### config.mk
export PLATFORM = sky130hd
export DESIGN_NAME = fetch_decode_queue
export DESIGN_NICKNAME = d
export VERILOG_FILES = /design/src/rtl/fetch_decode_queue.sv
export SDC_FILE = /design/constraint.sdc
export NUM_CORES = 1
export LEC_CHECK = 0
export CAP_MARGIN = 25
export CORE_ASPECT_RATIO = 1.1
export CORE_MARGIN = 1.5
export CORE_UTILIZATION = 25
export DETAILED_ROUTE_END_ITERATION = 16
export GPL_TIMING_DRIVEN = 1
export SYNTH_ARGS = -nofsm -noshare
export SYNTH_HDL_FRONTEND = slang
export SYNTH_SLANG_ARGS = --single-unit
### constraint.sdc
create_clock -name clk -period 2.8 [get_ports clk]
set_input_delay 0.56 -clock clk [delete_from_list [all_inputs] [get_ports clk]]
set_output_delay 0.56 -clock clk [all_outputs]
set_load 0.05 [all_outputs]
### src/rtl/fetch_decode_queue.sv
// fetch_decode_queue: elastic IF/ID instruction queue.
// Fetch pushes {instr, npc} pairs, decode pops them from the head. Flush
// (branch redirect) discards every entry. When empty, decode sees a NOP bubble.
module fetch_decode_queue #(
   parameter int unsigned        INSTR_W  = 32,
   parameter int unsigned        NPC_W    = 32,
   parameter int unsigned        DEPTH    = 4,
   parameter logic [INSTR_W-1:0] NOP_WORD = 32'h0000_0000
) (
   input  logic                         clk,
   input  logic                         rst_n,
   input  logic                         push_valid,
   input  logic [INSTR_W-1:0]           push_instr,
   input  logic [NPC_W-1:0]             push_npc,
   output logic                         push_ready,
   input  logic                         flush,
   input  logic                         pop,
   output logic                         out_valid,
   output logic [INSTR_W-1:0]           out_instr,
   output logic [NPC_W-1:0]             out_npc,
   output logic [$clog2(DEPTH+1)-1:0]   count,
   output logic                         overflow_err
);

   localparam int unsigned PTR_W = $clog2(DEPTH);
   localparam int unsigned CNT_W = $clog2(DEPTH+1);
   localparam logic [CNT_W-1:0] FULL_CNT = CNT_W'(DEPTH);

   logic [INSTR_W-1:0] r_mem_instr [DEPTH];
   logic [NPC_W-1:0]   r_mem_npc   [DEPTH];
   logic [PTR_W-1:0]   r_rd_ptr;
   logic [PTR_W-1:0]   r_wr_ptr;
   logic [CNT_W-1:0]   r_count;
   logic               r_overflow_err;

   logic w_full;
   logic w_empty;
   logic w_push_acc;
   logic w_pop_acc;

   assign w_full     = (r_count == FULL_CNT);
   assign w_empty    = (r_count == '0);
   // Flush overrides both sides; a pop on an empty queue is simply not accepted.
   assign w_push_acc = push_valid && !w_full && !flush;
   assign w_pop_acc  = pop && !w_empty && !flush;

   // Storage write; contents need no reset since count gates visibility.
   always_ff @(posedge clk) begin
      if (w_push_acc) begin
         r_mem_instr[r_wr_ptr] <= push_instr;
         r_mem_npc[r_wr_ptr]   <= push_npc;
      end
   end

   // Pointer and occupancy tracking; pointers wrap naturally as DEPTH is a power of two.
   always_ff @(posedge clk or negedge rst_n) begin
      if (!rst_n) begin
         r_rd_ptr <= '0;
         r_wr_ptr <= '0;
         r_count  <= '0;
      end else if (flush) begin
         r_rd_ptr <= '0;
         r_wr_ptr <= '0;
         r_count  <= '0;
      end else begin
         if (w_push_acc) r_wr_ptr <= r_wr_ptr + PTR_W'(1);
         if (w_pop_acc)  r_rd_ptr <= r_rd_ptr + PTR_W'(1);
         if (w_push_acc && !w_pop_acc)
            r_count <= r_count + CNT_W'(1);
         else if (w_pop_acc && !w_push_acc)
            r_count <= r_count - CNT_W'(1);
      end
   end

   // Sticky overflow flag: fetch offered an entry while full and no flush was pending.
   always_ff @(posedge clk or negedge rst_n) begin
      if (!rst_n)
         r_overflow_err <= 1'b0;
      else if (push_valid && w_full && !flush)
         r_overflow_err <= 1'b1;
   end

   // Outputs come from registered state only; head is masked to a bubble when empty.
   always_comb begin
      push_ready   = !w_full;
      out_valid    = !w_empty;
      count        = r_count;
      overflow_err = r_overflow_err;
      out_instr    = NOP_WORD;
      out_npc      = '0;
      if (!w_empty) begin
         out_instr = r_mem_instr[r_rd_ptr];
         out_npc   = r_mem_npc[r_rd_ptr];
      end
   end

endmodule

---- Word level (Yosys, flattened, before mapping) ----
Memory sizes are Yosys's and may differ from the RTL's.
Cells that the tools add are included.
word-level totals
  bits in writable memories ............... 256
  memories kept ........................... 2
  word-level logic and storage cells ...... 39
  output and inout port bits .............. 70
  bits in registers ....................... 8
  bits of input ports ..................... 69
memories
  memory       depth  width  rd ports  clocked after memory_dff  write ports  RTL line  source
  r_mem_instr  4      32     1         0                         1            29        logic [INSTR_W-1:0] r_mem_instr [DEPTH];
  r_mem_npc    4      32     1         0                         1            30        logic [NPC_W-1:0] r_mem_npc [DEPTH];
cells by class
  muxes and demuxes ....................... 11
  reduce and logical (&&, ||, !) cells .... 17
  $add $sub $neg .......................... 4
  equal/unequal tests ..................... 1
operator list
  operator             count
  $mux 32              2
  $mux 3               3
  $logic_and 1x1->1    8
  $mux 2               4
  $logic_not 1->1      5
  $add 2x1->2 const B  2
  $reduce_bool 2->1    2
  $add 3x1->3 const B  1
  $eq 3x3->1 const B   1
  $logic_not 3->1      1
  $reduce_bool 3->1    1
  $sub 3x1->3 const B  1
  $mux 1               2

---- Longest topological paths before layout ----
  depth after elaboration ................. 9
  depth in mapped cells ................... 8
  depth with buffers taken out ............ 7

---- Worst setup path before layout ----
Ideal clock, no wire load.
  kind .................................... flip-flop to flip-flop
  start ................................... register r_count[0] (netlist: count[0])
  end ..................................... memory r_mem_instr[0][0], enable pin
  setup time .............................. 0.429 ns
  data required time ...................... 2.371 ns
  clock period less this slack ............ 3.205 ns
  stages on the path, launching flop included .. 5
  slack ................................... -0.405 ns
  arrival ................................. 2.776 ns
  path buffers ............................ 1
  path through ............................ dfrtp_1 > buf_2 > nor3b_1 > nor3_1 > and2_1
between the ends
  longest elaborated chain between the ends .. 6
ends and longest elaborated chain
  what                             RTL line  source
  from (decl)                      33        logic [CNT_W-1:0] r_count;
  from (signal assigned)           69        r_count <= r_count + CNT_W'(1);
  from (signal assigned)           71        r_count <= r_count - CNT_W'(1);
  $eq 3x3->1                       41        assign w_full = (r_count == FULL_CNT);
  $logic_not 1->1                  44        assign w_push_acc = push_valid && !w_full && !flush;
  $logic_and 1x1->1 (2 in series)  44
  $mux 1                           49        if (w_push_acc) begin
  $mux 1 (not written as such)     50        r_mem_instr[r_wr_ptr] <= push_instr;
  to (decl)                        29
Every way passes these cells.

---- Worst setup path after layout ----
  start ................................... register r_rd_ptr[0]
  end ..................................... output out_npc[29]
between the ends
  longest elaborated chain between the ends .. 2
ends and longest elaborated chain
  what                    RTL line  source
  from (decl)             31        logic [PTR_W-1:0] r_rd_ptr;
  from (signal assigned)  67        if (w_pop_acc) r_rd_ptr <= r_rd_ptr + PTR_W'(1);
  $mem_v2 4x32            --
  $mux 32                 91        if (!w_empty) begin
  to (decl)               20        output logic [NPC_W-1:0] out_npc,
Every way passes these cells.

==> qor.yml <==
ys_top_cells_by_count: "edfxtp_1 (256), and2_1 (69), mux4_2 (64), buf_2 (10)"
layout.core_utilization_pct: 34.1
yosys-top-cells-area: "edfxtp_1 (75%), mux4_2 (14%), and2_1 (4.2%)"
synth_async_sr_flop_share_pct: 3.03
r2r.worst_path.cells: 7
clock-skew-final_ns: 0.0169
cts_max_path_buffers: 3
synthMostInstantiatedCell: "edfxtp_1"
whs_ns: 0.311
netSwitchingPower_mw: 5.06
detail_route.wl_per_cell_um: 19.0
r2r_end: "count[2]$_DFFE_PN0P_"
layout.nets: 716
number_of_antenna_violations_at_the_first_check_in_global_routing: 1
violation_count_after_the_first_detailed_route_iteration: 154
detailroute.via_count: 5008
total_of_endpoints_with_negative_setup_slack_in_the_final_report: 0
vdd.ir_drop.worst_mv: 0.660
via_per_inst: 4.25
multiInputGateArea_sq_um: 2320
synth_edf_count: 256
tritoncts: "yes"
synth.yosys.seq_area_share_pct: 77.1
clk_latency_ns: 0.55
portBuffers: 138
drive_gt1_share_pct: 40.2
run_status: "completed"
fillCellCount: 3796
max_slew.worst_pin.slew_ns: 0.507
power.share.switching_pct: 34.9
grt_busiest_layer: "met2"
fp.coreArea_sq_um: 40300
detail-route-antenna-nets: 0
die-height_um: 215
critPathLaunchType: "flip-flop"
arrival_ns: 2.20
syn2layout_area_growth_pct: 34.2
groute.usage.overall_pct: 10.8
post_synth_instance_area_sq_um: 10200
detailed_place_hpwl_mm: 13.2
syn-num-nets: 543
hp-class: "in2async"
slew_viol_final: 0
post-place-cells: 1118
cts.root.buffer_cell: "clkbuf_16"
postSynthRegisterBits: 264
cts-buffers-inserted: 29
seqPwrFrac_pct: 32.3
antenna_cells_inserted: 0
globalRouteOverflowTotal: 0
placementRows: 77
drc_errors: 0
fp.dieArea_sq_um: 42100
fmax_mhz: 363
clock-sinks: 264
ys_warnings: 0
critPathRequiredTime_ns: 2.24
worst_setup_path_end_kind: "output port"
routed_wl_mm: 22.4
critPathMaxFanout: 20
floorplan.die.width_um: 196
r2r_start: "count[2]$_DFFE_PN0P_"
internal-power_mw: 9.44
share_of_the_cycle_needed_by_the_critical_path_after_routing_pct: 98.5
power_mw: 14.5
h-tree-depth: 1
io_pins: 139
yosysTopAreaCell: "edfxtp_1"
first_pass_iters: 4
power.density_cell_area_nw_per_um2: 1060
rsz0062_at_grt: "yes"
postSynthCellCount: 469
timing.final.hold_violations: 0
gp_congestion: 0.715
synth_flop_cell: "edfxtp_1"
clkSlewWorstSetupHoldPaths_ns: 0.06
wire_length_of_the_first_global_routing_pass_mm: 33.9
synth.top_cell.area_share_pct: 75.1
initial_utilization_pct: 25.4
first_global_vias: 5520
power.static_leakage_nw: 4.56
power_frac_clock_pct: 25.8
grt_use_met2_pct: 17.8
shortest_period_the_worst_path_allows_ns: 2.76
finalNonFillerCells: 1177
path_class: "reg2out"
synth.distinct_cells: 30
layout.area.seq_sq_um: 7900
max_cap_viol_count: 0
use_met1_pct: 14.0
grt_start_max_net_pins: 48
regToRegSetupSlack_ns: 0.67
share_comb_of_total_power_pct: 41.9
syn_area_per_cell_sq_um: 21.8
met3_usage_in_global_routing_pct: 2.48
maxSlewHeadroom_pct: 66.1
-- sequential cells by signal (all words and copies together) (netlist names) --
| register | count |
|---|---|
| overflow_err | 1 |
| count | 3 |
| r_mem_instr | 128 |
| r_mem_npc | 128 |
| r_wr_ptr | 2 |
| r_rd_ptr | 2 |
-- placed cells by master, fill, tap and decap left out, types with 2 or more instances in the layout --
cell type,synthesis,final
a21oi_1,2,2
and2_1,69,12
and2_4,0,57
buf_12,0,12
buf_16,0,4
buf_4,0,17
buf_6,5,60
bufinv_16,0,4
clkbuf_1,9,5
clkbuf_16,0,29
clkdlybuf4s50_1,0,72
clkinv_1,0,6
clkinv_2,0,6
dfrtp_1,8,4
dfrtp_2,0,2
dfrtp_4,0,2
edfxtp_1,256,256
ha_1,4,4
inv_1,8,8
mux2_2,2,2
mux4_2,64,64
nand3_1,2,2
nor2_1,9,9
o21ai_0,3,3
o31ai_1,2,2
xor2_1,2,2
-- through the flow --
stage / cell area, sq um / setup TNS [ns] / setup WS, ns
global placement: 12300 / 0 / 0.369
finish: 13700 / 0 / 0.0421
global route: 13700 / -0.839 / -0.0518
detailed placement: 12300 / 0 / 0.369
CTS: 13600 / -0.635 / -0.0641
floorplan: 10200 / 0 / 0.159
-- layer usage --
layer,up-vias,part of all wire [%]
li1,2242,-
met1,2607,43
met2,123,49
met3,34,5.4
met4,2,2.0
met5,-,0.049
-- what timing repair did --
action / CTS / global route
hold buffers: 0 / 0
cloned: 3 / 0
gates resized for setup: 76 / 51
buffers inserted: 4 / 0
setup endpoints to repair: 61 / 64
hold endpoints to repair: 0 / 0
-- cell families (layout without fill, tap and decap cells) --
group           count (synthesis)  after routing  synth area share (%)
fa+ha+maj                       5              5                 0.685
flops                         264            264                  77.1
compound gates                 14             14                  1.02
simple gates                   84             84                  4.92
buf+inv                        33            228                  1.71
mux                            67             67                  14.4
xor+xnor                        2              2                 0.171
-- how the worst max path moves through the flow --
stage,from,endpoint,slack (ns),cells after the start
5_1_grt,r_rd_ptr[0]$_DFFE_PN0P_,out_instr[21],-0.05,5
2_1_floorplan,count[0]$_DFFE_PN0P_,out_instr[22],0.16,4
4_1_cts,r_rd_ptr[0]$_DFFE_PN0P_,out_instr[28],-0.06,5
3_5_place_dp,pop,count[2]$_DFFE_PN0P_,0.37,7
6_report,r_rd_ptr[0]$_DFFE_PN0P_,out_npc[29],0.04,4
3_3_place_gp,push_valid,count[2]$_DFFE_PN0P_,0.37,8
-- power by group through the flow --
stage	registers [mW]	logic, mW	clock network (mW)
after floorplan	4.75	3.55	0
after global placement	4.75	5.12	0
after detailed placement	4.76	5.15	0
after CTS	4.68	5.89	3.88
after global routing	4.71	6.39	4.03
final	4.69	6.07	3.74
-- critical path: stages, from the launching register on --
cell	delay (ns)
dfrtp_4	0.51
buf_16	0.23
mux4_2	0.56
and2_4	0.18
buf_6	0.14
-- final cells by class --
cell class | instances | share of cell area [%]
clock inverters | 19 | 1.46
multi-input cells | 172 | 16.9
flip-flops and latches | 264 | 57.5
repair buffers | 167 | 13.8
clock buffers | 34 | 5.42
well taps | 513 | 4.67
inverters | 8 | 0.219
Power figures use the tool's default switching activity.
